### config.mk
export PLATFORM = sky130hd
export DESIGN_NAME = mux_stream_arb
export DESIGN_NICKNAME = d
export VERILOG_FILES = /design/src/rtl/mux_stream_arb.sv
export SDC_FILE = /design/constraint.sdc
export NUM_CORES = 1
export LEC_CHECK = 0
export CORE_MARGIN = 4
export CORE_UTILIZATION = 36
export CTS_CLUSTER_DIAMETER = 200
export DETAILED_ROUTE_END_ITERATION = 12
export PLACE_DENSITY_LB_ADDON = 0.15
export SLEW_MARGIN = 20
export SYNTH_ARGS = -nofsm -noshare
export SYNTH_HDL_FRONTEND = slang
export SYNTH_SLANG_ARGS = --single-unit
### constraint.sdc
create_clock -name clk -period 1.82 [get_ports clk]
set_clock_uncertainty 0.05 [all_clocks]
set_input_delay 0.182 -clock clk [delete_from_list [all_inputs] [get_ports clk]]
set_output_delay 0.182 -clock clk [all_outputs]
set_load 0.005 [all_outputs]
### src/rtl/mux_stream_arb.sv
// Registered N:1 stream multiplexer with valid/ready handshakes.
// The channel comes from an external select (MODE 0) or a round-robin arbiter (MODE 1).
module mux_stream_arb #(
  parameter int unsigned WIDTH    = 32,
  parameter int unsigned CHANNELS = 4,
  parameter int unsigned MODE     = 0,
  localparam int unsigned SelW    = (CHANNELS > 1) ? $clog2(CHANNELS) : 1
) (
  input  logic                      clk,
  input  logic                      rst,
  input  logic [CHANNELS*WIDTH-1:0] in_data,
  input  logic [CHANNELS-1:0]       in_valid,
  output logic [CHANNELS-1:0]       in_ready,
  input  logic [SelW-1:0]           sel,
  output logic [WIDTH-1:0]          out_data,
  output logic [SelW-1:0]           out_chan,
  output logic                      out_valid,
  input  logic                      out_ready
);

  typedef enum logic {StEmpty, StFull} state_e;

  state_e             state_q, state_d;
  logic [WIDTH-1:0]   out_data_q, out_data_d;
  logic [SelW-1:0]    out_chan_q, out_chan_d;
  logic [SelW-1:0]    rr_ptr_q, rr_ptr_d;

  logic               load_en;
  logic               gnt_valid;
  logic [SelW-1:0]    gnt;
  logic               xfer;
  int unsigned        cand;

  assign out_valid = (state_q == StFull);
  assign out_data  = out_data_q;
  assign out_chan  = out_chan_q;
  assign load_en   = !out_valid || out_ready;

  // Comparing against loop indices keeps out-of-range selects from ever reading past in_valid.
  always_comb begin
    gnt_valid = 1'b0;
    gnt       = '0;
    cand      = 0;
    if (MODE == 0) begin
      for (int unsigned i = 0; i < CHANNELS; i++) begin
        if (!gnt_valid && (32'(sel) == i) && in_valid[i]) begin
          gnt_valid = 1'b1;
          gnt       = SelW'(i);
        end
      end
    end else begin
      for (int unsigned k = 0; k < CHANNELS; k++) begin
        cand = 32'(rr_ptr_q) + k;
        if (cand >= CHANNELS) begin
          cand = cand - CHANNELS;
        end
        if (!gnt_valid && in_valid[SelW'(cand)]) begin
          gnt_valid = 1'b1;
          gnt       = SelW'(cand);
        end
      end
    end
  end

  assign xfer     = !rst && load_en && gnt_valid;
  assign in_ready = xfer ? (CHANNELS'(1) << gnt) : '0;

  always_comb begin
    state_d    = state_q;
    out_data_d = out_data_q;
    out_chan_d = out_chan_q;
    rr_ptr_d   = rr_ptr_q;
    if (xfer) begin
      state_d    = StFull;
      out_data_d = in_data[32'(gnt) * WIDTH +: WIDTH];
      out_chan_d = gnt;
      if (MODE != 0) begin
        rr_ptr_d = (32'(gnt) == CHANNELS - 1) ? '0 : gnt + 1'b1;
      end
    end else if (out_ready) begin
      state_d = StEmpty;
    end
  end

  always_ff @(posedge clk) begin
    if (rst) begin
      state_q    <= StEmpty;
      out_data_q <= '0;
      out_chan_q <= '0;
      rr_ptr_q   <= '0;
    end else begin
      state_q    <= state_d;
      out_data_q <= out_data_d;
      out_chan_q <= out_chan_d;
      rr_ptr_q   <= rr_ptr_d;
    end
  end

endmodule

==> results by group, run 1 <==
Finish
  – Share of post-route cells with drive strength above 1: 15.1%
  – Total Nets Final: 622
  – Fin cells: 581
  – Area growth, synth to finish: 83.6%
  – # diodes: 0

Routing
  – Final ANT Viol Nets: 0
  – DRC viols: 0
  – Aggregate routed wire length: 10.2 mm
  – Routed vias: 3144
  – TritonRoute pass-1 iters: 4
  – Wirelength per Cell: 17.5 um
  – Via/cell ratio: 5.41
  – Starting DRT DRC Count: 142

Setup path
  – CP Capture Point: in_ready[0]
  – Crit-path max FO: 3
  – Worst path depth: 6
  – Worst path max stage delay: 0.50 ns
  – R2R depth: 7
  – Crit-path cells: clkdlybuf4s50_1 -> mux4_2 -> nand3_4 -> buf_6 -> nor2_1 -> clkdlybuf4s15_1
  – CP delay by family, top: buffers and inverters
  – CP arrival: 1.53 ns
  – Startpoint Class: primary input
  – Slowest CP cell: mux4_2
  – CP required: 1.59 ns
  – Crit. Startpoint: in_valid[0]
  – Setup CP Type: in -> out
  – Buf/Inv on CP: 3
  – Reg2reg setup slack: 0.18 ns
  – Reg2Reg Capture Point: out_data[1]$_SDFFE_PP0P_
  – Setup crit end kind: primary output
  – Launch point of the worst reg-to-reg path: out_valid$_SDFFE_PP0P_

Clock tree
  – Max clock buf depth: 2
  – Clock latency at the later pin of the worst-skew pair: 0.29 ns
  – CTS tree: done
  – Clk slew on worst S/H paths: 0.07 ns
  – Hold-fix buffers, CTS: 0
  – H-tree depth: 2
  – TritonCTS buffer count: 5
  – Clk sink count: 35
  – CTS root buf: clkbuf_8

Synthesis
  – Mapped Nets: 433
  – Mapped Cells: 296
  – Avg Cell Area, Syn: 8.59 um^2
  – Most numerous cell in the Yosys netlist: dfxtp_1
  – EDFF count, synth: 0
  – Area contributors post-synth: dfxtp_1 (28%), mux2i_1 (12%), a2bb2oi_2 (7.1%)
  – Synth top cells by count: dfxtp_1 (35), nand2_1 (32), o21ai_0 (32), mux2i_1 (30), nor2_1 (23)
  – Register area share after synthesis: 27.6%
  – Cell taking the most area after synthesis: dfxtp_1
  – Synth async-reset ratio: 0%
  – FF+latch count, synth: 35
  – Top-area cell type share of the netlist area: 27.6%
  – Cell variety after synth: 35
  – Ys flop type: dfxtp_1
  – Cell Area, Synth: 2540 um^2
  – Ys Warns: 0

Status
  – Status: finished clean

Floorplanning
  – Starting density of the core: 37.2%
  – Top-level port count: 176
  – Die width: 92.0 um
  – Die height: 92.0 um
  – # rows: 30
  – Core Area: 6830 um^2
  – Die area: 8470 um^2

STA
  – RSZ-0062 raised after global routing: true
  – Setup Viol. Count Final: 0
  – Max Clk Rate: 566 MHz
  – Final Max Slew Viols: 0
  – Min Tclk post-route: 1.77 ns
  – WHS: 0.399 ns
  – Final hold vios: 0
  – Final period util: 97.0%
  – Worst-Margin Slew: 0.422 ns
  – Max-slew headroom: 71.8%

Placement
  – Placed cell count: 571
  – HPWL Detailed: 7.81 mm
  – Port Buffer Count: 175
  – Gp weighted congestion: 0.794

Power
  – Peak VDD IR: 331 uV
  – Pleak: 1.79 nW
  – PwrDens: 579 nW/um^2

GRT
  – Overall global routing resource usage: 23.3%
  – Initial antenna violation count: 0
  – Overflow after GRT: 0
  – Vias in the first global route: 3114
  – Largest net degree at the start of global routing: 34
  – Global-route wire length before repair: 15.8 mm

Worst hold path
  – Min-delay worst type: reg -> reg

Job
  – Maxcap violations: 0
[worst min path at each step]
stage	start	to	cells past startpoint
finish	out_chan[0]$_SDFFE_PP0P_	out_chan[0]$_SDFFE_PP0P_	2
detailed placement	out_chan[0]$_SDFFE_PP0P_	out_chan[0]$_SDFFE_PP0P_	2
floorplan	rst	out_chan[0]$_SDFFE_PP0P_	1
global route	out_data[6]$_SDFFE_PP0P_	out_data[6]$_SDFFE_PP0P_	2
CTS	out_chan[0]$_SDFFE_PP0P_	out_chan[0]$_SDFFE_PP0P_	2
global placement	out_data[4]$_SDFFE_PP0P_	out_data[4]$_SDFFE_PP0P_	2
[cells by family (layout without fill, tap and decap cells)]
kind of cell	after synthesis	count (layout)	synth area share, %
multiplexers	33	33	13.7
AND/OR/NAND/NOR	84	84	14.9
AO/OA/AOI/OAI	115	115	37.9
flip-flops	35	35	27.6
buffers and inverters	29	218	6.01
[stage by stage]
stage	utilization [%]	power, W	TNS (ns)	instance area, um^2	setup WS, ns
floorplan	-	0.00135	0	2540	0.256
global placement	66.4	0.00199	-9.54	4540	-0.331
detailed placement	66.4	0.00201	-10.61	4540	-0.348
CTS	68.2	0.00272	-0.0431	4660	-0.0337
global route	68.3	0.00283	-0.0510	4660	-0.0186
finish	68.3	0.00270	0	4660	0.0538
[where the power goes]
part	internal [W]	switching [W]	leakage, nW
clock	0.000400	0.000300	0.0502
combinational	0.000671	0.000415	1.45
sequential	0.000866	0.0000514	0.291
total	0.00194	0.000765	1.79
[what timing repair did]
item | CTS | global route
gates resized for setup | 11 | 7
buffers inserted | 2 | 1
setup endpoints to repair | 9 | 8
pin swaps | 1 | 0
[flip-flops by register name (all words and copies together) (netlist names)]
name,flops
out_chan,2
out_data,32
out_valid,1
[worst min-delay path, stage by stage (launching register included)]
cell and delay, ns:
dfxtp_1 0.31, nand2_1 0.05, a21oi_1 0.05
[area by class of cell]
| class | instances | area (um^2) |
|---|---|---|
| Clock buffer | 5 | 68.8 |
| Sequential cell | 35 | 701 |
| Clock inverter | 2 | 37.5 |
| Inverter | 2 | 7.51 |
| Fill cell | 601 | 2170 |
| Timing Repair Buffer | 209 | 2030 |
| Multi-Input combinational cell | 232 | 1700 |
| Tap cell | 96 | 120 |
[layer usage]
metal  GRT usage [%]  part of all wire [%]
met3            6.64                   8.1
met4            5.20                   1.5
met1            28.4                    41
met5               0                     0
met2            40.5                    49
[cells in the final DEF, fill, tap and decap left out, drive strengths merged, types with 2 or more instances in the layout]
cell type and instances:
clkdlybuf4s50 166, dfxtp 35, buf 34, o21ai 33, nand2 32, mux2i 31
nor2 23, nand3 21, o22ai 18, o31ai 17, a32oi 15, o221ai 14
a2bb2oi 14, clkbuf 7, dlygate4sd2 6, nand2b 3, nand3b 2, and3 2
Note: power is estimated with default switching activity, not from simulation.
==> inputs of run 2 (changes only) <==
CAP_MARGIN = 15   (was default)
==> results of run 2 <==
Same layout as run 1: the final DEF is identical, and so are final timing and power.
==> inputs of run 3 (changes only) <==
SETUP_SLACK_MARGIN = 0.02   (was default)
SLEW_MARGIN = default   (was 20)
==> run 3 against run 2 <==
Against the previous run: final cell count is 0.17% lower; non-clock buffer count down 1; largest cell class unchanged; cell area decreased by 0.27%; global-route usage grew 0.069 points; sequential share of layout area about the same; register-to-register slack better by 0.10 ns; first-iteration DRC count is 6.3% lower.
==> results by group, run 3 (synthesized netlist as in run 1, its figures left out) <==
Status
  – Status: finished clean (unchanged)

Floorplanning
  – Top-level port count: 176 (unchanged)
  – Starting density of the core: 37.2% (unchanged)
  – Die height: 92.0 um (unchanged)
  – # rows: 30 (unchanged)
  – Die width: 92.0 um (unchanged)
  – Die area: 8470 um^2 (unchanged)
  – Core Area: 6830 um^2 (unchanged)

STA
  – Final hold vios: 0 (unchanged)
  – RSZ-0062 raised after global routing: true (unchanged)
  – Max-slew headroom: 71.8% (about the same)
  – Max Clk Rate: 569 MHz (was 566 MHz)
  – WHS: 0.398 ns (was 0.399 ns)
  – Final Max Slew Viols: 0 (unchanged)
  – Setup TNS: 0 ns (unchanged)
  – Min Tclk post-route: 1.76 ns (was 1.77 ns)
  – PnR worst setup slack: 0.0634 ns (was 0.0538 ns)
  – Worst-Margin Slew: 0.423 ns (was 0.422 ns)
  – Final period util: 96.5% (was 97.0%)
  – Setup Viol. Count Final: 0 (unchanged)

Job
  – Maxcap violations: 0 (unchanged)

Clock tree
  – Max clock buf depth: 2 (unchanged)
  – Clk sink count: 35 (unchanged)
  – H-tree depth: 2 (unchanged)
  – CTS tree: done (unchanged)
  – TritonCTS buffer count: 5 (unchanged)
  – Clk slew on worst S/H paths: 0.07 ns (about the same)
  – CTS root buf: clkbuf_8 (unchanged)
  – Hold-fix buffers, CTS: 0 (unchanged)
  – Clock latency at the later pin of the worst-skew pair: 0.29 ns (about the same)

Setup path
  – Crit-path max FO: 3 (unchanged)
  – Reg2Reg Capture Point: out_data[18]$_SDFFE_PP0P_ (was out_data[1]$_SDFFE_PP0P_)
  – Reg2reg setup slack: 0.28 ns (was 0.18 ns)
  – CP arrival: 1.52 ns (was 1.53 ns)
  – R2R depth: 4 (was 7)
  – CP required: 1.59 ns (about the same)
  – Buf/Inv on CP: 2 (was 3)
  – CP delay by family, top: buffers and inverters (unchanged)
  – Slowest CP cell: mux4_2 (unchanged)
  – Crit-path cells: clkdlybuf4s50_1 -> mux4_2 -> nand3_4 -> nor2_1 -> dlygate4sd2_1 (was clkdlybuf4s50_1 -> mux4_2 -> nand3_4 -> buf_6 -> nor2_1 -> clkdlybuf4s15_1)
  – Setup crit end kind: primary output (unchanged)
  – Worst path max stage delay: 0.50 ns (about the same)
  – Launch point of the worst reg-to-reg path: out_valid$_SDFFE_PP0P_ (unchanged)
  – Setup CP Type: in -> out (unchanged)
  – Startpoint Class: primary input (unchanged)

Power
  – Total chip power: 0.00270 W (about the same)
  – Peak VDD IR: 331 uV (about the same)
  – Pleak: 1.79 nW (about the same)
  – PwrDens: 581 nW/um^2 (was 579 nW/um^2)

Placement
  – Port Buffer Count: 175 (unchanged)
  – Gp weighted congestion: 0.794 (unchanged)
  – Dpl cell area: 4540 um^2 (unchanged)
  – HPWL Detailed: 7.81 mm (unchanged)
  – Dpl ws: -0.348 ns (unchanged)

Routing
  – Aggregate routed wire length: 10.2 mm (about the same)
  – Wirelength per Cell: 17.5 um (about the same)
  – Via/cell ratio: 5.42 (was 5.41)
  – DRC viols: 0 (unchanged)
  – Final ANT Viol Nets: 0 (unchanged)
  – TritonRoute pass-1 iters: 4 (unchanged)
  – Routed vias: 3141 (was 3144)
  – Starting DRT DRC Count: 133 (was 142)

GRT
  – Largest net degree at the start of global routing: 34 (unchanged)
  – Overall global routing resource usage: 23.3% (about the same)
  – Global-route wire length before repair: 15.9 mm (was 15.8 mm)
  – Initial antenna violation count: 0 (unchanged)
  – Vias in the first global route: 3128 (was 3114)
  – Overflow after GRT: 0 (unchanged)

Finish
  – Area growth, synth to finish: 83.1% (was 83.6%)
  – Most frequent cells in the layout: clkdlybuf4s50_1 (166), dfxtp_1 (35), nand2_1 (32) (unchanged)
  – Share of post-route cells with drive strength above 1: 15.1% (about the same)
  – Max FFs per register: 32 (unchanged)
  – # diodes: 0 (unchanged)
  – Fin area: 4650 um^2 (was 4660 um^2)
  – Fill cells: 603 (was 601)
  – Total Nets Final: 621 (was 622)
  – Most common cell after layout, fill and taps aside: clkdlybuf4s50_1 (unchanged)

Worst hold path
  – Min-delay worst type: reg -> reg (unchanged)
  – Hold Path Sink: out_chan[0]$_SDFFE_PP0P_ (unchanged)
  – Hold path depth: 2 (unchanged)
  – Worst hold start: out_chan[0]$_SDFFE_PP0P_ (unchanged)
-- run 3: changes by cell type in the layout (fill, tap and decap cells not counted), sizes merged --
cell / change
buf: -1
clkbuf: +1
clkdlybuf4s15: -1
-- run 3: per-stage QoR --
stage,utilization [%],cells
finish,68.1,580
global route,68.1,580
CTS,68.3,580
detailed placement,66.4,571
global placement,66.4,571
floorplan,-,296
-- run 3: worst max-delay path by stage --
stage / endpoint / start / cells past startpoint
final: in_ready[1] / in_valid[0] / 5
after global routing: out_data[6]$_SDFFE_PP0P_ / in_valid[0] / 6
after CTS: in_ready[3] / in_valid[0] / 6
after detailed placement: out_data[1]$_SDFFE_PP0P_ / sel[1] / 6
after global placement: out_data[1]$_SDFFE_PP0P_ / sel[1] / 6
after floorplan: out_data[0]$_SDFFE_PP0P_ / in_valid[2] / 7
-- run 3: timing repair --
action                                  4_1_cts  5_1_grt
endpoints found under the setup margin       16       14
pin swaps                                     1        0
resized for setup                            15        4
buffers inserted                              2        0
-- run 3: worst min-delay path, cell delays in order, from the launching register on --
cell and delay (ns):
dfxtp_1 0.31, nand2_1 0.05, a21oi_1 0.05
-- run 3: area by class of cell --
type                       count  area (um^2)  share of cell area (%)
inverter                       2         7.51                   0.161
tap                           96          120                    2.58
clock buffer                   5         68.8                    1.48
sequential                    35          701                    15.1
multi-input combinational    232         1700                    36.4
clock inverter                 2         37.5                   0.807
timing repair buffer         208         2020                    43.5
-- run 3: metal layers --
layer / vias up / part of all wire, % / track usage (%) / wire (um)
li1: 1530 / - / - / -
met1: 1475 / 41 / 28.5 / 4160
met2: 124 / 49 / 40.5 / 5020
met3: 12 / 8.2 / 6.64 / 833
met4: 0 / 1.5 / 5.32 / 148
met5: - / 0 / 0 / 0
-- run 3: report_power, final --
| part | switching (W) | total, W | leakage, nW | internal (W) |
|---|---|---|---|---|
| sequential | 0.0000515 | 0.000917 | 0.291 | 0.000866 |
| clock | 0.000301 | 0.000702 | 0.0502 | 0.000400 |
| combinational | 0.000413 | 0.00108 | 1.45 | 0.000668 |
